`src/rtl/discrete_sched_pkg.sv`:
```
// Shared types, widths and helpers for the discrete-circuit step scheduler.
// Node count, term count and widths live here so every file agrees on them.
package discrete_sched_pkg;

    localparam int NUM_CH    = 4;
    localparam int NUM_TERMS = 4;
    localparam int STATE_W   = 17;
    localparam int COEF_W    = 16;
    localparam int FRAC      = 12;

    localparam int IN_TERMS  = NUM_TERMS - 1;
    localparam int PROD_W    = COEF_W + STATE_W;
    localparam int ACC_W     = PROD_W + $clog2(NUM_TERMS);
    localparam int ADDR_W    = $clog2(NUM_CH * NUM_TERMS);
    localparam int CH_W      = (NUM_CH > 1) ? $clog2(NUM_CH) : 1;
    localparam int K_W       = (NUM_TERMS > 1) ? $clog2(NUM_TERMS) : 1;
    localparam int SLOT_W    = (NUM_CH * IN_TERMS > 1) ? $clog2(NUM_CH * IN_TERMS) : 1;

    localparam logic signed [STATE_W-1:0] STATE_MAX = {1'b0, {(STATE_W-1){1'b1}}};
    localparam logic signed [STATE_W-1:0] STATE_MIN = {1'b1, {(STATE_W-1){1'b0}}};

    typedef enum logic [2:0] {
        S_IDLE,
        S_MAC,
        S_DRAIN,
        S_WRITE,
        S_DONE
    } sched_state_t;

    // Arithmetic shift drops the fraction (rounds toward -inf), then clamp
    // to the signed node-state range if any discarded high bit disagrees
    // with the sign.
    function automatic logic signed [STATE_W-1:0] shift_saturate(
        input logic signed [ACC_W-1:0] acc
    );
        logic signed [ACC_W-1:0] shifted;
        shifted = acc >>> FRAC;
        if ((&shifted[ACC_W-1:STATE_W-1]) || (~|shifted[ACC_W-1:STATE_W-1]))
            return shifted[STATE_W-1:0];
        else if (shifted[ACC_W-1])
            return STATE_MIN;
        else
            return STATE_MAX;
    endfunction

endpackage

```
`src/rtl/discrete_mac.sv`:
```
// Shared multiply-accumulate: one registered signed product per enabled
// cycle, folded into a wide accumulator on the following cycle.
module discrete_mac
    import discrete_sched_pkg::*;
(
    input  logic                     clk,
    input  logic                     rst,
    input  logic                     clear,
    input  logic                     en,
    input  logic signed [COEF_W-1:0] coef,
    input  logic signed [STATE_W-1:0] operand,
    output logic signed [ACC_W-1:0]  acc
);

    logic signed [PROD_W-1:0] prod;
    logic                     prod_vld;

    // Register the product, then add it into the accumulator one cycle later.
    always_ff @(posedge clk) begin
        if (rst) begin
            prod     <= '0;
            prod_vld <= 1'b0;
            acc      <= '0;
        end else begin
            prod_vld <= en;
            if (en)
                prod <= PROD_W'(coef) * PROD_W'(operand);
            if (clear)
                acc <= '0;
            else if (prod_vld)
                acc <= acc + {{(ACC_W-PROD_W){prod[PROD_W-1]}}, prod};
        end
    end

endmodule

```
`src/rtl/discrete_step_scheduler.sv`:
```
// Time-multiplexes one MAC across all nodes each sample tick: per node it
// issues NUM_TERMS products, drains the pipeline, writes back the shifted
// and saturated sum, and finally publishes every node state at once.
module discrete_step_scheduler
    import discrete_sched_pkg::*;
(
    input  logic                                  clk_msdsl,
    input  logic                                  rst_msdsl,
    input  logic                                  tick,
    input  logic [NUM_CH*IN_TERMS*STATE_W-1:0]    in_data,
    input  logic                                  cfg_we,
    input  logic [ADDR_W-1:0]                     cfg_addr,
    input  logic [COEF_W-1:0]                     cfg_data,
    output logic                                  cfg_ready,
    input  logic                                  clr_overrun,
    output logic [NUM_CH*STATE_W-1:0]             state_out,
    output logic                                  out_valid,
    output logic                                  busy,
    output logic                                  overrun
);

    sched_state_t              fsm;
    logic [CH_W-1:0]           ch;
    logic [K_W-1:0]            k;
    logic signed [COEF_W-1:0]  coef_mem   [NUM_CH*NUM_TERMS];
    logic signed [STATE_W-1:0] node_state [NUM_CH];
    logic signed [STATE_W-1:0] snap       [NUM_CH*IN_TERMS];

    logic                      mac_en;
    logic                      mac_clear;
    logic [ADDR_W-1:0]         coef_idx;
    logic [SLOT_W-1:0]         slot_idx;
    logic signed [COEF_W-1:0]  sel_coef;
    logic signed [STATE_W-1:0] sel_x;
    logic signed [ACC_W-1:0]   acc;

    assign cfg_ready = !busy;

    // Pick this cycle's coefficient and operand; term 0 feeds back the node's own state.
    always_comb begin
        mac_en    = (fsm == S_MAC);
        mac_clear = ((fsm == S_IDLE) && tick) || (fsm == S_WRITE);
        coef_idx  = ADDR_W'(ch) * ADDR_W'(NUM_TERMS) + ADDR_W'(k);
        slot_idx  = SLOT_W'(ch) * SLOT_W'(IN_TERMS) + SLOT_W'(k) - SLOT_W'(1);
        sel_coef  = coef_mem[coef_idx];
        if (k == '0)
            sel_x = node_state[ch];
        else
            sel_x = snap[slot_idx];
    end

    discrete_mac u_mac (
        .clk     (clk_msdsl),
        .rst     (rst_msdsl),
        .clear   (mac_clear),
        .en      (mac_en),
        .coef    (sel_coef),
        .operand (sel_x),
        .acc     (acc)
    );

    // Sequencer, coefficient file, node states, snapshot and status flags.
    always_ff @(posedge clk_msdsl) begin
        if (rst_msdsl) begin
            fsm       <= S_IDLE;
            ch        <= '0;
            k         <= '0;
            busy      <= 1'b0;
            out_valid <= 1'b0;
            overrun   <= 1'b0;
            state_out <= '0;
            for (int i = 0; i < NUM_CH*NUM_TERMS; i++)
                coef_mem[i] <= '0;
            for (int c = 0; c < NUM_CH; c++)
                node_state[c] <= '0;
            for (int i = 0; i < NUM_CH*IN_TERMS; i++)
                snap[i] <= '0;
        end else begin
            out_valid <= 1'b0;

            if (cfg_we && !busy)
                coef_mem[cfg_addr] <= cfg_data;

            if (tick && busy)
                overrun <= 1'b1;
            else if (clr_overrun)
                overrun <= 1'b0;

            case (fsm)
                S_IDLE: begin
                    if (tick) begin
                        for (int i = 0; i < NUM_CH*IN_TERMS; i++)
                            snap[i] <= in_data[i*STATE_W +: STATE_W];
                        ch   <= '0;
                        k    <= '0;
                        busy <= 1'b1;
                        fsm  <= S_MAC;
                    end
                end
                S_MAC: begin
                    k <= k + K_W'(1);
                    if (k == K_W'(NUM_TERMS-1))
                        fsm <= S_DRAIN;
                end
                S_DRAIN: begin
                    fsm <= S_WRITE;
                end
                S_WRITE: begin
                    node_state[ch] <= shift_saturate(acc);
                    k <= '0;
                    if (ch == CH_W'(NUM_CH-1)) begin
                        fsm <= S_DONE;
                    end else begin
                        ch  <= ch + CH_W'(1);
                        fsm <= S_MAC;
                    end
                end
                S_DONE: begin
                    for (int c = 0; c < NUM_CH; c++)
                        state_out[c*STATE_W +: STATE_W] <= node_state[c];
                    out_valid <= 1'b1;
                    busy      <= 1'b0;
                    fsm       <= S_IDLE;
                end
                default: begin
                    fsm <= S_IDLE;
                end
            endcase
        end
    end

endmodule

```
`config.mk`:
```
export PLATFORM = sky130hd
export DESIGN_NAME = discrete_step_scheduler
export DESIGN_NICKNAME = d
export VERILOG_FILES = /design/src/rtl/discrete_sched_pkg.sv /design/src/rtl/discrete_mac.sv /design/src/rtl/discrete_step_scheduler.sv
export SDC_FILE = /design/constraint.sdc
export NUM_CORES = 2
export LEC_CHECK = 0
export ABC_AREA = 1
export CAP_MARGIN = 30
export CORE_ASPECT_RATIO = 1.25
export CORE_MARGIN = 2
export CORE_UTILIZATION = 49
export CTS_CLUSTER_SIZE = 16
export DETAILED_ROUTE_END_ITERATION = 10
export PLACE_DENSITY = 0.73
export SYNTH_ARGS = -nofsm -noshare
export SYNTH_HDL_FRONTEND = slang
export SYNTH_SLANG_ARGS = --single-unit
export TNS_END_PERCENT = 20
```
`constraint.sdc`:
```
create_clock -name clk_msdsl -period 24.2 [get_ports clk_msdsl]
set_input_delay 6.05 -clock clk_msdsl [delete_from_list [all_inputs] [get_ports clk_msdsl]]
set_output_delay 6.05 -clock clk_msdsl [all_outputs]
set_load 0.02 [all_outputs]
```
==> results.yml <==
synthesis:
  synth-main-ff-cell: "edfxtp_1"
  synth_area_leaders: "edfxtp_1, fa_1, nor2_1, nand2_1, dfxtp_1"
  synth_cell_type_count: 53
  synth_most_common_cell: "nor2_1"
  synth_edf_count: 528
  synth_area_sq_um: 42800
  syn_nets: 5545
  synth-async-reset-ratio_pct: 0
  syn_inst: 4913
  ys_ff_latch: 677
  ys_warn_count: 0
  syn_area_per_cell_sq_um: 8.71
  yosysSeqAreaShare_pct: 44.0
  yosys.area.top_type: "edfxtp_1"
  synth_top_area_share_pct: 37.1
  synth.top_cells.by_count: "nor2_1, nand2_1, inv_1"
global_route:
  grt-ovfl-total: 0
  grt.total_usage_pct: 30.2
  grt_pass1_wl_mm: 204
  grt_max_degree: 90
  grt_pass1_vias: 35100
  antenna_found_initial: 2
setup_path:
  cp_data_arrival_time_ns: 12.00
  critical_path_peak_fanout: 26
  required_ns: 24.72
  slowest_delay_ns: 1.19
  crit_path_start_kind: "flop"
  path_class: "flop to flop"
  critPathMostFrequentCell: "inv_1"
  crit_buf_inv: 9
  critPathTopFamily: "adder cells"
  critPathCaptureType: "flop"
  slowest_stage: "fa_1"
die:
  die_x_microns: 268
  initial_core_util_pct: 49.3
  ios: 301
  fp.coreArea_sq_um: 86700
  row_count: 121
  die_area_sq_um: 89700
  fp.dieH_microns: 334
routing:
  wire_per_inst_microns: 21.5
  dr.pass1.iters: 6
  vias_per_cell: 5.55
  antenna_left: 0
  drc: 0
  vias: 35000
  first_iter_violations: 3645
  routed_wirelength_mm: 135
cts:
  clk_latency_ns: 0.65
  cts_hold_buf: 0
  cts_root_buf: "clkbuf_16"
  cts_tree: "yes"
  cts_buffer_depth: 3
  clock_sinks: 677
  h-tree-depth: 3
  cts_buffers: 73
  post_cts_buffers: 0
  path_clk_slew_ns: 0.06
  cts_resized: 0
timing:
  fmax_mhz: 87.1
  hold_viol_final: 0
  holdWs_ns: 0.469
  period_share_pct: 47.4
  grt_setup_unrepaired: "false"
  slew_violations: 0
  tightest_slew_ns: 1.08
  period_needed_ns: 11.48
  final-setup-viol-count: 0
  clock_skew_ns: 0.0390
  setup_tns_ns: 0
  slew_headroom_pct: 27.0
min_path:
  hold_path_class: "flop to flop"
placement:
  gp_congestion: 0.990
  dp_hpwl_mm: 98.4
  io_buffers: 300
final_layout:
  area_growth_pct: 14.4
  layout.nets: 5716
  drive_above_1_share_pct: 4.08
status:
  outcome: "complete, no violations"
run:
  max_cap_viol_count: 0
[placed cells by master, fill, tap and decap left out, types with 6 or more instances in the layout]
cell             Yosys  routed
o211ai_1            16      16
clkbuf_16            0      73
inv_2               25      24
o22ai_1             18      18
edfxtp_1           528     528
o21a_1              12      12
a22oi_1             31      31
bufinv_16            0      13
a21oi_1            220     220
nand2_1            834     831
dfxtp_1            149     148
nand3_1            133     133
a32o_1              23      23
xor2_1              26      25
a21o_1               7       7
nand2_2              8       9
mux2i_1              7       7
fa_1               279     279
clkdlybuf4s50_1      0     299
clkinv_1             6      15
o221ai_1            24      24
nand4_1             23      23
o21ai_1             20      22
o311ai_1             6       6
nor2_1            1047    1047
o21bai_1            20      20
a221o_1              7       7
ha_1               124     122
buf_4               34      27
nor3_1              11      11
inv_1              778     778
o21ai_0            231     229
xnor2_1              7       7
a32oi_1             11      11
clkbuf_1           114      15
clkinv_2             0      10
[path summary, 6_finish.rpt]
check               startpoint              to  slack (ns)  cells after the start
hold reg to reg   u_mac.acc[0]    u_mac.acc[0]        0.47                      2
hold / removal    u_mac.acc[0]    u_mac.acc[0]        0.47                      2
setup / recovery         ch[0]  u_mac.prod[23]       12.72                     33
setup reg to reg         ch[0]  u_mac.prod[23]       12.72                     33
[layout make-up]
type	count	area (sq um)
antenna	1	2.50
clock buffer	91	1920
clock inverter	42	687
fill	7736	37800
inverter	810	3050
multi-input combinational	3194	19800
sequential	677	18800
tap	1168	1460
timing repair buffer	328	3210
[per-stage QoR]
| step | cell area (sq um) | utilization, % | setup WS, ns | instances |
|---|---|---|---|---|
| floorplan | 42800 | - | 12.37 | 4913 |
| global placement | 46300 | 53.4 | 12.89 | 6176 |
| detailed placement | 46300 | 53.4 | 12.65 | 6176 |
| CTS | 48900 | 56.4 | 12.79 | 6309 |
| global route | 48900 | 56.4 | 12.16 | 6311 |
| finish | 48900 | 56.4 | 12.72 | 6311 |
[cells by family (layout without fill, tap and decap cells)]
| kind of cell | count (synthesis) | count (layout) | share of synthesized area, % |
|---|---|---|---|
| buf+inv | 1042 | 1271 | 9.84 |
| mux | 7 | 7 | 0.164 |
| xor+xnor | 33 | 33 | 0.676 |
| simple gates | 2083 | 2083 | 19.2 |
| compound gates | 668 | 668 | 9.41 |
| flops | 677 | 677 | 44.0 |
| other cells | 0 | 1 | 0 |
| fa+ha+maj | 403 | 403 | 16.7 |
[flip-flops by register name (all words and copies together), names as in the netlist, named ones only]
register,flops
coef_mem,256
snap,204
node_state,68
state_out,68
u_mac.acc,35
u_mac.prod,33
fsm,3
ch,2
k,2
busy,1
out_valid,1
overrun,1
u_mac.prod_vld,1
[per-layer routing]
layer | part of all wire, % | track usage, %
met1 | 37 | 36.8
met2 | 48 | 50.0
met3 | 9.3 | 5.79
met4 | 6.2 | 17.4
met5 | 0.0052 | 0
[worst min-delay path, stage by stage (launching register included)]
cell and delay [ns]:
dfxtp_1 0.31, nand2_1 0.06, a21oi_1 0.05
Power is left out: the tool's default activity adds up to more than one toggle a clock period on the data nets, which glitch-free logic cannot reach.
